[config.mk]
export PLATFORM = sky130hd
export DESIGN_NAME = demux_12_buffer
export DESIGN_NICKNAME = d
export VERILOG_FILES = /design/src/rtl/demux_12_buffer.sv
export SDC_FILE = /design/constraint.sdc
export NUM_CORES = 1
export LEC_CHECK = 0
export CAP_MARGIN = 20
export CORE_UTILIZATION = 45
export CTS_CLUSTER_DIAMETER = 40
export DETAILED_ROUTE_END_ITERATION = 16
export GPL_TIMING_DRIVEN = 0
export PLACE_DENSITY = 0.75
export SLEW_MARGIN = 25
export SYNTH_ARGS = -nofsm -noshare
export SYNTH_HDL_FRONTEND = slang
export SYNTH_SLANG_ARGS = --single-unit
[constraint.sdc]
create_clock -name clk -period 2 [get_ports clk]
set_input_delay 0.3 -clock clk [delete_from_list [all_inputs] [get_ports clk]]
set_output_delay 0.3 -clock clk [all_outputs]
set_load 0.01 [all_outputs]
[src/rtl/demux_12_buffer.sv]
// demux_12_buffer: 1:2 demux feeding two show-ahead FIFO lanes, with per-lane overflow pulses.
// Optional macro DEMUX_ERR_CNT_EN enables the saturating error counter.
`default_nettype none

module demux_12_buffer #(
  parameter int WIDTH = 1,
  parameter int DEPTH = 4
) (
  input  logic                    clk,
  input  logic                    Reset_L,
  input  logic [WIDTH-1:0]        data_in,
  input  logic                    valid_in,
  input  logic                    sel_in,
  input  logic                    pop_A,
  input  logic                    pop_B,
  output logic [WIDTH-1:0]        data_A,
  output logic [WIDTH-1:0]        data_B,
  output logic                    valid_A,
  output logic                    valid_B,
  output logic [$clog2(DEPTH):0]  cnt_A,
  output logic [$clog2(DEPTH):0]  cnt_B,
  output logic                    ovf_A,
  output logic                    ovf_B,
  output logic [7:0]              err_cnt
);

  localparam int PW = $clog2(DEPTH);
  localparam int CW = PW + 1;

  logic [1:0]       push;
  logic [1:0]       pop;
  logic [1:0]       drop;
  logic [1:0]       ovf;
  logic [CW-1:0]    cnt  [2];
  logic [WIDTH-1:0] head [2];

  // Lane 0 is A (sel_in=0), lane 1 is B (sel_in=1).
  assign push = {valid_in & sel_in, valid_in & ~sel_in};
  assign pop  = {pop_B, pop_A};

  for (genvar l = 0; l < 2; l++) begin : g_lane
    logic [WIDTH-1:0] mem [DEPTH];
    logic [PW-1:0]    rd_ptr;
    logic [PW-1:0]    wr_ptr;
    logic [CW-1:0]    count;
    logic             ovf_q;
    logic             empty;
    logic             full;
    logic             do_push;
    logic             do_pop;

    assign empty   = (count == '0);
    assign full    = (count == CW'(DEPTH));
    assign do_pop  = pop[l] & ~empty;
    // A pop in the same edge frees the slot, so a full lane still accepts the push.
    assign do_push = push[l] & (~full | do_pop);
    assign drop[l] = push[l] & full & ~pop[l];

    always_ff @(posedge clk or negedge Reset_L) begin
      if (!Reset_L) begin
        rd_ptr <= '0;
        wr_ptr <= '0;
        count  <= '0;
        ovf_q  <= 1'b0;
      end else begin
        if (do_push) wr_ptr <= wr_ptr + PW'(1);
        if (do_pop)  rd_ptr <= rd_ptr + PW'(1);
        if (do_push && !do_pop)      count <= count + CW'(1);
        else if (do_pop && !do_push) count <= count - CW'(1);
        ovf_q <= drop[l];
      end
    end

    always_ff @(posedge clk) begin
      if (do_push && Reset_L) mem[wr_ptr] <= data_in;
    end

    assign head[l] = empty ? '0 : mem[rd_ptr];
    assign cnt[l]  = count;
    assign ovf[l]  = ovf_q;
  end

  assign data_A  = head[0];
  assign data_B  = head[1];
  assign cnt_A   = cnt[0];
  assign cnt_B   = cnt[1];
  assign valid_A = (cnt[0] != '0);
  assign valid_B = (cnt[1] != '0);
  assign ovf_A   = ovf[0];
  assign ovf_B   = ovf[1];

`ifdef DEMUX_ERR_CNT_EN
  logic [1:0] ign_pop;
  logic [1:0] n_ev;
  logic [8:0] err_sum;
  logic [7:0] err_q;

  assign ign_pop = pop & {cnt[1] == '0, cnt[0] == '0};
  // A lane cannot drop and ignore a pop in the same edge, so each lane adds at most one.
  assign n_ev    = {1'b0, drop[0] | ign_pop[0]} + {1'b0, drop[1] | ign_pop[1]};
  assign err_sum = {1'b0, err_q} + {7'd0, n_ev};

  always_ff @(posedge clk or negedge Reset_L) begin
    if (!Reset_L) err_q <= '0;
    else          err_q <= err_sum[8] ? 8'hFF : err_sum[7:0];
  end

  assign err_cnt = err_q;
`else
  assign err_cnt = '0;
`endif

endmodule

`default_nettype wire
# --- After elaboration in Yosys (flattened, before gate mapping) ---
# Memories as Yosys holds them, arrays and structs flattened.
# Index checks and enable logic that the tools add are counted.
totals:
  in_bits: 7
  mem_count: 2
  output_inout_bits: 20
  regBits: 16
  wordCells: 65
  mem_bits_rw: 8
op_classes:
  n_eq_ne: 2
  bitwise: 19
  addsub: 8
  reduce_logical: 16
  n_mux: 10
memory_table:
  columns: ["name", "depth", "width", "read_ports", "rd_ports_with_merged_regs", "wr", "line", "source"]
  rows:
  - ["g_lane[0].mem", 4, 1, 1, 0, 1, "42", "logic [WIDTH-1:0] mem [DEPTH];"]
  - ["g_lane[1].mem", 4, 1, 1, 0, 1, "42", null]
op_table:
  columns: ["operator", "n"]
  rows:
  - ["$mux W3", 4]
  - ["$and A1 B1 Y1", 10]
  - ["$add A2 B1 Y2 const B", 4]
  - ["$not A1 Y1", 7]
  - ["$add A3 B1 Y3 const B", 2]
  - ["$eq A3 B3 Y1 const B", 2]
  - ["$logic_and A1 B1 Y1", 6]
  - ["$logic_not A3 Y1", 2]
  - ["$mux W1", 6]
  - ["$reduce_bool A3 Y1", 2]
  - ["$sub A3 B1 Y3 const B", 2]
  - ["$logic_not A1 Y1", 4]
  - ["$reduce_bool A2 Y1", 2]
  - ["$or A1 B1 Y1", 2]

# --- Longest topological paths before layout ---
# Gate-level depths: netlist of the first run.
logic_depth:
  depth_word: 9
  ltp_mapped: 8
  depth_no_buf: 8

# --- Worst setup path after synthesis of the first run ---
# No wires, ideal clock.
synth_path:
  path_kind: "reg2reg"
  start: "register g_lane[1].count[0] (netlist: cnt_B[0])"
  end: "register g_lane[1].count[2] (netlist: cnt_B[2])"
  path_stages_with_launch: 9
  synth_period_minus_slack_ns: 2.109
  required_time_ns: 1.921
  setup_time_ns: 0.079
  slack_ns: -0.109
  t_arrival_ns: 2.030
  n_path_buf: 0
  cell_sequence: "dfrtp_1 or3_1 nand2_1 ha_1 inv_1 fa_1 xor2_1 nor2_1 xor2_1"
synth_between:
  elab_chain_cells: 8
  word_cells_on_any_way: 16
  classes_between: "2 x add/sub; 1 x eq/ne; 2 x mux; 5 x bitwise; 6 x reduce/logical"
synth_rtl:
  columns: ["item", "line", "source"]
  rows:
  - ["from (decl)", "45", "logic [CW-1:0] count;"]
  - ["from (signal assigned)", "68", "if (do_push && !do_pop) count <= count + CW'(1);"]
  - ["from (signal assigned)", "69", "else if (do_pop && !do_push) count <= count - CW'(1);"]
  - ["$logic_not A3 Y1", "52", "assign empty = (count == '0);"]
  - ["$not A1 Y1", "54", "assign do_pop = pop[l] & ~empty;"]
  - ["$and A1 B1 Y1", "54", null]
  - ["$or A1 B1 Y1", "56", "assign do_push = push[l] & (~full | do_pop);"]
  - ["$and A1 B1 Y1", "56", null]
  - ["$logic_not A1 Y1", "69", null]
  - ["$logic_and A1 B1 Y1", "69", null]
  - ["$reduce_bool A2 Y1 (no line)", null, null]
# Several ways; a longest one is shown, not always the timed one. The select of a mux whose other input is x is not followed.
# A chain may end at the register's enable or synchronous reset.

# --- Worst setup path in the final report of the first run ---
layout_path:
  start: "register g_lane[0].count[0] (netlist: cnt_A[0])"
  end: "register g_lane[0].count[1] (netlist: cnt_A[1])"
layout_between:
  elab_chain_cells: 8
  word_cells_on_any_way: 16
  classes_between: "2 x add/sub; 1 x eq/ne; 2 x mux; 5 x bitwise; 6 x reduce/logical"
layout_rtl:
  columns: ["item", "line"]
  rows:
  - ["from (decl)", "45"]
  - ["from (signal assigned)", "68"]
  - ["from (signal assigned)", "69"]
  - ["$logic_not A3 Y1", "52"]
  - ["$not A1 Y1", "54"]
  - ["$and A1 B1 Y1", "54"]
  - ["$or A1 B1 Y1", "56"]
  - ["$and A1 B1 Y1", "56"]
  - ["$logic_not A1 Y1", "69"]
  - ["$logic_and A1 B1 Y1", "69"]
  - ["$reduce_bool A2 Y1 (no line)", null]
# Several ways; a longest one is shown, not always the timed one. The select of a mux whose other input is x is not followed.

==> run summary, run 1 <==
Number of library cell types mapped by synthesis: 24
Seq pwr share: 34.3%
Post-route cell area: 1800 µm²
Top cells by area, synth: dfrtp_1 (31%), edfxtp_1 (19%), ha_1 (9.7%)
Buffers and inverters on the worst path: 2
GRT Overall Usage: 16.05%
Final setup fails: 0
CTS Sinks: 24
Setup TNS: 0 ps
FF+latch count, synth: 24
Worst path max stage delay: 450 ps
Sw frac: 32.60%
Non-Filler Instances: 173
Area Overhead vs Synth: 39.17%
Total grt overflow: 0
Met3 WL: 53 µm
Layout fillers: 208
Most frequent cells in the layout: buf_4 (25), clkdlybuf4s50_1 (13), dfrtp_1 (12)
Routed vias: 805
# rows: 19
Worst-skew pair later-pin latency: 320 ps
Internal power of the cells: 1630 µW
Die area: 3094 µm²
Synth Area in Adders: 12.77%
ANT nets after route: 0
Post-DP HPWL: 1486 µm
Layout Nets: 162
Vias/cell: 4.653
Root buffer cell: clkbuf_4
Clock buffer depth: 2
Routability cong.: 0.7644
Core area: 2734 µm²
Final Max Tran Viols: 0
Pwr dens: 1343 nW/µm²
Placed Cells: 150
CP Cell Sequence: buf_6 -> nor4b_4 -> nor3b_4 -> ha_4 -> inv_2 -> fa_2 -> mux2_2
Largest net degree at the start of global routing: 25
Ports: 27
Mux cell area share after synthesis: 7.253%
Clock Pin Slew Worst Setup and Hold Paths: 140 ps
Most common cell after layout, fill and taps aside: buf_4
CP arrival: 2220 ps
RSZ-0062 raised after global routing: yes
Area of the multi-input gates: 651.9 µm²
Tmin final: 1998 ps
Crit start category: flop
Synth warn: 0
TritonCTS clock tree: built
Netlist Area Pre-Place: 1294 µm²
Routed Wire Length: 2255 µm
Post-route met1 wirelength: 1044 µm
Max Used Layer: met4
Yosys top cell area share: 30.95%
Largest family of logic cells by synthesized area: simple AND/OR/NAND/NOR gates
Synth Area in Compound Gates: 0%
Max-cap violations: 0
Number of buffers created by CTS: 3
Period utilization: 99.88%
Setup Skew: 14.37 ps
CP required: 2230 ps
Synth Area in Simple Gates: 15.67%
CP top delay family: adder cells
DR pass1 iterations: 3
Layout cells sized above 1: 42.25%
FMAX: 500.6 MHz
Post-synth top area cell: dfrtp_1
Comb pwr share: 51.3%
Clock Power Share: 14.4%
PortBufs: 18
Final Hold Violating Endpoints: 0
Sequential-to-total area share from yosys stat: 49.52%
WL met2: 1119 µm
NetSw: 788.2 µW
Syn Inst Count: 94
Vias in the first global route: 822
Initial antenna violation count: 0
Antenna Diode Count: 0
First-pass GRT wire length: 3822 µm
Outcome: complete, no violations
Crit path capture type: flop
DIE HEIGHT: 55.62 µm
H-tree Lvls: 1
Leak: 0.0008226 µW
CP max-delay cell: dfrtp_2
Peak fanout along the critical path: 3
Slew HR: 38.32%
Final core utilization: 65.86%
Synth Area in XOR/XNOR: 8.124%
Starting Density: 47.32%
Drt drc: 0
Die X: 55.62 µm
Syn avg cell area: 13.76 µm²
Worst Tran Pin Value: 922.3 ps
Register area: 645.6 µm²
Detailed Route Iter0 Violations: 17
Worst hold path type: in2async
Placed cell areas: 1587 µm²
Worst vdd ir: 0.9857 mV
Wirelength per Cell: 13.03 µm
CP Class: reg2reg
## worst paths after layout
| check | startpoint | to | slack, ps | cells past startpoint |
|---|---|---|---|---|
| max reg2reg | cnt_A[0] | cnt_A[1] | 2 | 7 |
| max in group asynchronous | Reset_L | cnt_B[0] | 890 | 1 |
| min | Reset_L | cnt_A[1] | 480 | 1 |
| min in group clk | pop_A | g_lane[0].rd_ptr[0] | 490 | 3 |
| max | cnt_A[0] | cnt_A[1] | 2 | 7 |
| min reg2reg | g_lane[1].rd_ptr[1] | g_lane[1].rd_ptr[1] | 510 | 1 |
## sequential cells by signal, indices dropped and copies added, names as in the netlist
name,count
g_lane.wr_ptr,4
g_lane.rd_ptr,4
cnt_B,3
cnt_A,3
ovf_A,1
g_lane.mem,8
ovf_B,1
## cells by family after synthesis
family / after synthesis
flip-flops: 24
AND/OR/NAND/NOR: 25
adder cells (fa/ha/maj): 12
other: 1
multiplexers: 6
XOR/XNOR: 12
buffers and inverters: 14
## routing by layer
metal | global-route usage [%] | vias up
li1 | - | 399
met1 | 21.09 | 390
met2 | 26.33 | 12
met3 | 2.326 | 4
met4 | 7.500 | 0
met5 | 0 | -
## layout make-up
class | instances | share of cell area [%]
inverter | 6 | 1.251
clock inverter | 1 | 1.668
timing repair buffer | 37 | 18.28
sequential | 24 | 35.86
buffer | 8 | 3.336
tap | 31 | 2.154
clock buffer | 3 | 1.251
multi-input combinational | 63 | 36.21
## cells in the mapped netlist (all sizes together)
library cell,instances
dfrtp,16
ha,10
and3,9
buf,8
edfxtp,8
xnor2,8
inv,6
mux2,4
xor2,4
nand2,3
nor2,3
and2,2
fa,2
mux4,2
nand3,2
nor4b,2
or3,2
and3b,1
conb,1
nor3b,1
## power groups by stage
| stage | combinational [µW] | clock, µW | sequential [µW] |
|---|---|---|---|
| final | 1240 | 348 | 829 |
| after global routing | 1370 | 372 | 853 |
| after CTS | 1120 | 360 | 840 |
| after detailed placement | 942 | 0 | 898 |
| after global placement | 907 | 0 | 883 |
| after floorplan | 580 | 0 | 890 |
## per-stage QoR
stage	power [µW]	hold WS [ps]	setup slack [ps]
after detailed placement	1840	496.9	-551.7
after global placement	1789	479.8	-497.0
after floorplan	1469	4.409	5.441
after CTS	2325	478.4	-1.765
final	2418	475.3	2.460
after global routing	2598	492.7	-55.16
## repair_timing
| action | 4_1_cts | 5_1_grt |
|---|---|---|
| hold buffers | 0 | 0 |
| buffers inserted | 11 | 8 |
| pin swaps | 9 | 5 |
| resized for setup | 11 | 4 |
| setup endpoints to repair | 8 | 7 |
(Power assumes the default switching activity.)
==> run 2: changes to the inputs <==
CTS_CLUSTER_DIAMETER = 50   (was 40)
SETUP_SLACK_MARGIN = 0.2   (was default)
==> run summary, run 2 (synthesized netlist as in run 1, its figures left out) <==
Routed vias: 806 (+0.12%)
Vias/cell: 4.632 (-0.45%)
Non-Filler Instances: 174 (+0.58%)
Starting Density: 47.32% (unchanged)
Max reg flops: 8 (unchanged)
Most frequent cells in the layout: buf_4 (26), dfrtp_1 (12), clkdlybuf4s50_1 (10)
Crit path capture type: flop
Area Overhead vs Synth: 38.01%
Root buffer cell: clkbuf_4
Crit start category: flop
Worst hold path type: in2async
Pwr dens: 1286 nW/µm² (-4.3%)
Drt drc: 0 (unchanged)
ANT nets after route: 0 (unchanged)
Routability cong.: 0.7414 (-3.0%)
CP Cell Sequence: buf_6 -> nor4b_4 -> nor2_4 -> ha_4 -> inv_2 -> fa_2 -> mux2_4
Setup ws final: 78.04 ps (+75.58 ps)
WL met2: 1160 µm (+3.7%)
Regs by FF count: g_lane.mem: 8 flops, g_lane.rd_ptr: 4 flops, g_lane.wr_ptr: 4 flops
GRT Overall Usage: 15.68% (-0.38 points)
Clock buffer depth: 2 (unchanged)
H-tree Lvls: 1 (unchanged)
# rows: 19 (unchanged)
Peak fanout along the critical path: 2 (-1)
DR pass1 iterations: 3 (unchanged)
Tmin final: 1922 ps (-75.58 ps)
Routed Wire Length: 2197 µm (-2.6%)
Period utilization: 96.10% (-3.8 points)
Die X: 55.62 µm (unchanged)
TritonCTS clock tree: built
Most flops, register: g_lane.mem
DIE HEIGHT: 55.62 µm (unchanged)
Antenna Diode Count: 0 (unchanged)
CP max-delay cell: dfrtp_2
Core area: 2734 µm² (unchanged)
Initial antenna violation count: 0 (unchanged)
RSZ-0062 raised after global routing: yes
Buffers and inverters on the worst path: 2 (unchanged)
CP Class: reg2reg
Final setup fails: 0 (unchanged)
First-pass GRT wire length: 3739 µm (-2.2%)
Vias in the first global route: 842 (+2.4%)
Most common cell after layout, fill and taps aside: buf_4
Max-cap violations: 0 (unchanged)
Post-DP HPWL: 1370 µm (-7.8%)
Setup Skew: 0.4690 ps (-13.90 ps)
Die area: 3094 µm² (unchanged)
Ports: 27 (unchanged)
Pre-CTS setup slack: -476.8 ps (+74.91 ps)
CTS Sinks: 24 (unchanged)
CP top delay family: adder cells
Number of buffers created by CTS: 3 (unchanged)
Final Max Tran Viols: 0 (unchanged)
Worst vdd ir: 1.061 mV (+7.6%)
Setup TNS: 0 ps (unchanged)
Leak: 0.0008374 µW (+1.8%)
Max Used Layer: met4
Met3 WL: 58 µm (+9.4%)
Largest net degree at the start of global routing: 25 (unchanged)
Post-route met1 wirelength: 964 µm (-7.7%)
Clock Pin Slew Worst Setup and Hold Paths: 120 ps (-20 ps)
Worst path max stage delay: 430 ps (-20 ps)
Final Hold Violating Endpoints: 0 (unchanged)
Worst-skew pair later-pin latency: 300 ps (-20 ps)
PortBufs: 18 (unchanged)
Detailed Route Iter0 Violations: 22 (+5)
CP required: 2200 ps (-30 ps)
Layout cells sized above 1: 45.45% (+3.2 points)
Total grt overflow: 0 (unchanged)
CP arrival: 2120 ps (-100 ps)
Outcome: complete, no violations
Placed Cells: 150 (unchanged)
Wirelength per Cell: 12.63 µm (-3.1%)
Layout Nets: 164 (+1.2%)
FMAX: 520.3 MHz (+3.9%)
Layout fillers: 223 (+7.2%)
## run 2: cell types whose count changed in the layout (fill, tap and decap cells not counted), sizes merged
| cell | before | now |
|---|---|---|
| buf | 27 | 31 |
| dlygate4sd3 | 0 | 1 |
| clkdlybuf4s50 | 13 | 10 |
| bufinv | 1 | 0 |
| dlygate4sd2 | 3 | 2 |
| clkbuf | 3 | 4 |
## run 2: metal layers
layer / vias to the layer above / track usage (%)
li1: 402 / -
met1: 390 / 20.68
met2: 12 / 25.99
met3: 2 / 2.326
met4: 0 / 6.429
met5: - / 0
## run 2: report_power, final
part,leakage [µW],switching [µW],internal (µW)
Combinational,0.000564,490,770
Clock,0.0000138,133,70.2
Sequential,0.000260,152,682
## run 2: worst paths after layout
kind | startpoint | endpoint | slack, ps | cells after the start
max | cnt_B[0] | cnt_B[1] | 80 | 7
min | Reset_L | cnt_A[2] | 460 | 2
max reg2reg | cnt_B[0] | cnt_B[1] | 80 | 7
min reg2reg | g_lane[0].rd_ptr[1] | g_lane[0].rd_ptr[1] | 500 | 1
max in group asynchronous | Reset_L | cnt_B[0] | 1190 | 2
min in group clk | g_lane[0].rd_ptr[1] | g_lane[0].rd_ptr[1] | 500 | 1
## run 2: area by class of cell
cell class	instances	area, µm²	share of cell area (%)
Clock buffer	3	22.52	1.261
Tap cell	31	38.79	2.172
Multi-Input combinational cell	63	661.9	37.07
Sequential cell	24	645.6	36.16
Timing Repair Buffer	39	334.1	18.71
Inverter	6	22.52	1.261
Buffer	8	60.06	3.364
## run 2: stage by stage
stage	power, µW	hold slack [ps]	util [%]	area, µm²
floorplan	1511	4.409	-	1380
global placement	1831	471.8	58.49	1599
detailed placement	1871	474.5	58.49	1599
CTS	2203	499.1	63.02	1723
global route	2475	498.4	65.31	1785
finish	2296	462.4	65.31	1785
## run 2: timing repair
item                                   4_1_cts  5_1_grt
hold buffers                                 0        1
endpoints found under the hold margin        0       16
pin swaps                                   12        4
gates resized for setup                     16        7
setup endpoints to repair                    8        9
buffers inserted                            14        6
==> run 3: changes to the inputs <==
--- a/constraint.sdc
+++ b/constraint.sdc
@@ -3,2 +3,2 @@
 set_output_delay 0.3 -clock clk [all_outputs]
-set_load 0.01 [all_outputs]
+set_load 0.02 [all_outputs]
==> run summary, run 3 (synthesized netlist as in run 1, its figures left out) <==
Most frequent cells in the layout: buf_4 (27), dfrtp_1 (10)
Peak fanout along the critical path: 4 (+2)
Worst path max stage delay: 450 ps (+20 ps)
Clock buffer depth: 2 (unchanged)
Worst-skew pair later-pin latency: 310 ps (about the same)
Buffers and inverters on the worst path: 1 (-1)
Area Overhead vs Synth: 41.01%
Starting Density: 47.32% (unchanged)
First-pass GRT wire length: 3829 µm (+2.4%)
Total grt overflow: 0 (unchanged)
Crit start category: flop
Vias/cell: 4.603 (-0.62%)
Die X: 55.62 µm (unchanged)
Non-Filler Instances: 174 (unchanged)
Outcome: finished with violations
DR pass1 iterations: 4 (+1)
TritonCTS clock tree: built
Slew HR: 37.48%
CP required: 2240 ps (+40 ps)
Worst vdd ir: 1.077 mV (+1.5%)
Worst r2r src: cnt_A[0]
Layout Nets: 163 (-0.61%)
Ports: 27 (unchanged)
Setup ws final: -37.04 ps (-115.1 ps)
Total power draw: 2553 µW (+11%)
RSZ-0062 raised after global routing: yes
Max reg flops: 8 (unchanged)
Internal power of the cells: 1663 µW (+9.3%)
R2R Setup Slk: -40 ps (-120 ps)
CP Class: reg2reg
Final Max Tran Viols: 0 (unchanged)
Crit path capture type: flop
Routability cong.: 0.7464 (+0.67%)
Post-DP HPWL: 1455 µm (+6.2%)
Most frequent cell on the critical path: xor2_1
CP max-delay cell: dfrtp_2
Worst hold slack: 105.0 ps (-357.4 ps)
Worst hold path type: in2async
Regs by FF count: g_lane.mem: 8 flops, g_lane.rd_ptr: 4 flops, g_lane.wr_ptr: 4 flops
Wirelength per Cell: 13.77 µm (+9.1%)
CP Cell Sequence: or3_4 -> nand2_4 -> ha_4 -> inv_2 -> fa_2 -> xor2_1 -> nor2_1 -> xor2_1
Leak: 0.0008750 µW (+4.5%)
Setup TNS: -62.33 ps (-62.33 ps)
Setup Skew: 5.245 ps (+4.776 ps)
Detailed Route Iter0 Violations: 8 (-64%)
CTS Sinks: 24 (unchanged)
Period utilization: 101.9% (+5.8 points)
Comb pwr share: 52.9% (-2.0 points)
Sw frac: 34.86% (+1.1 points)
FMAX: 490.9 MHz (-5.6%)
Root buffer cell: clkbuf_4
Clock Power Share: 13.5% (+4.6 points)
Routed Wire Length: 2396 µm (+9.1%)
Layout fillers: 199 (-11%)
Routed vias: 801 (-0.62%)
Initial antenna violation count: 0 (unchanged)
Placed Cells: 150 (unchanged)
GRT Overall Usage: 16.16% (+0.49 points)
Die area: 3094 µm² (unchanged)
Layout cells sized above 1: 47.55% (+2.1 points)
Violated checks: setup timing
# rows: 19 (unchanged)
Core area: 2734 µm² (unchanged)
Largest net degree at the start of global routing: 25 (unchanged)
ANT nets after route: 0 (unchanged)
Antenna Diode Count: 0 (unchanged)
Vias in the first global route: 839 (-0.36%)
H-tree Lvls: 1 (unchanged)
PortBufs: 18 (unchanged)
Worst Tran Pin Value: 936.3 ps
Hold buffer count at cts: 0 (unchanged)
Max-cap violations: 0 (unchanged)
Number of buffers created by CTS: 3 (unchanged)
Critical Path Source: cnt_A[0]
Tmin final: 2037 ps (+115.1 ps)
NetSw: 890.1 µW (+15%)
Final Hold Violating Endpoints: 0 (unchanged)
Most common cell after layout, fill and taps aside: buf_4
Clock Pin Slew Worst Setup and Hold Paths: 130 ps (about the same)
CP top delay family: simple AND/OR/NAND/NOR gates
Final setup fails: 2 (+2)
DIE HEIGHT: 55.62 µm (unchanged)
Most flops, register: g_lane.mem
Pwr dens: 1400 nW/µm² (+8.8%)
Seq pwr share: 33.6% (-2.7 points)
Drt drc: 0 (unchanged)
CP arrival: 2270 ps (+150 ps)
-- run 3: power groups by stage --
stage	logic, µW	clock network, µW	registers [µW]
3_3_place_gp	1030	0	894
4_1_cts	1250	354	861
6_report	1350	346	857
5_1_grt	1470	375	885
3_5_place_dp	1060	0	913
2_1_floorplan	657	0	950
-- run 3: worst paths after layout --
path	end	cells past startpoint
setup / recovery	cnt_A[2]	8
hold / removal	cnt_A[1]	1
setup reg to reg	cnt_A[2]	8
hold reg to reg	g_lane[0].rd_ptr[1]	1
max in group asynchronous	cnt_B[0]	1
min in group clk	g_lane[0].rd_ptr[1]	1
-- run 3: per-stage QoR --
step / util (%) / setup WS (ps) / instance area [µm²]
after floorplan: - / -4.670 / 1384
after global placement: 58.63 / -458.6 / 1603
after detailed placement: 58.63 / -489.0 / 1603
after CTS: 64.90 / 38.28 / 1774
after global routing: 66.73 / -126.5 / 1824
final: 66.73 / -37.04 / 1824
-- run 3: cell type report --
class                      count  area, µm²  area share (%)
buffer                         8      60.06           3.292
clock buffer                   3      22.52           1.235
clock inverter                 1      30.03           1.646
inverter                       6      22.52           1.235
multi-input combinational     63      661.9           36.28
sequential                    24      648.1           35.53
tap                           31      38.79           2.126
timing repair buffer          38      340.3           18.66
-- run 3: routing by layer --
layer	vias up	GRT usage [%]	part of all wire, %
met5	-	0	0
met4	0	4.286	0.63
met3	2	3.023	2.4
met2	11	27.37	53
met1	385	21.40	44
li1	403	-	-
-- run 3: repair_timing --
| item | in CTS | in global routing |
|---|---|---|
| pin swaps | 10 | 3 |
| resized for setup | 17 | 11 |
| buffers inserted | 15 | 5 |
| endpoints found under the hold margin | 0 | 0 |
| endpoints found under the setup margin | 8 | 15 |
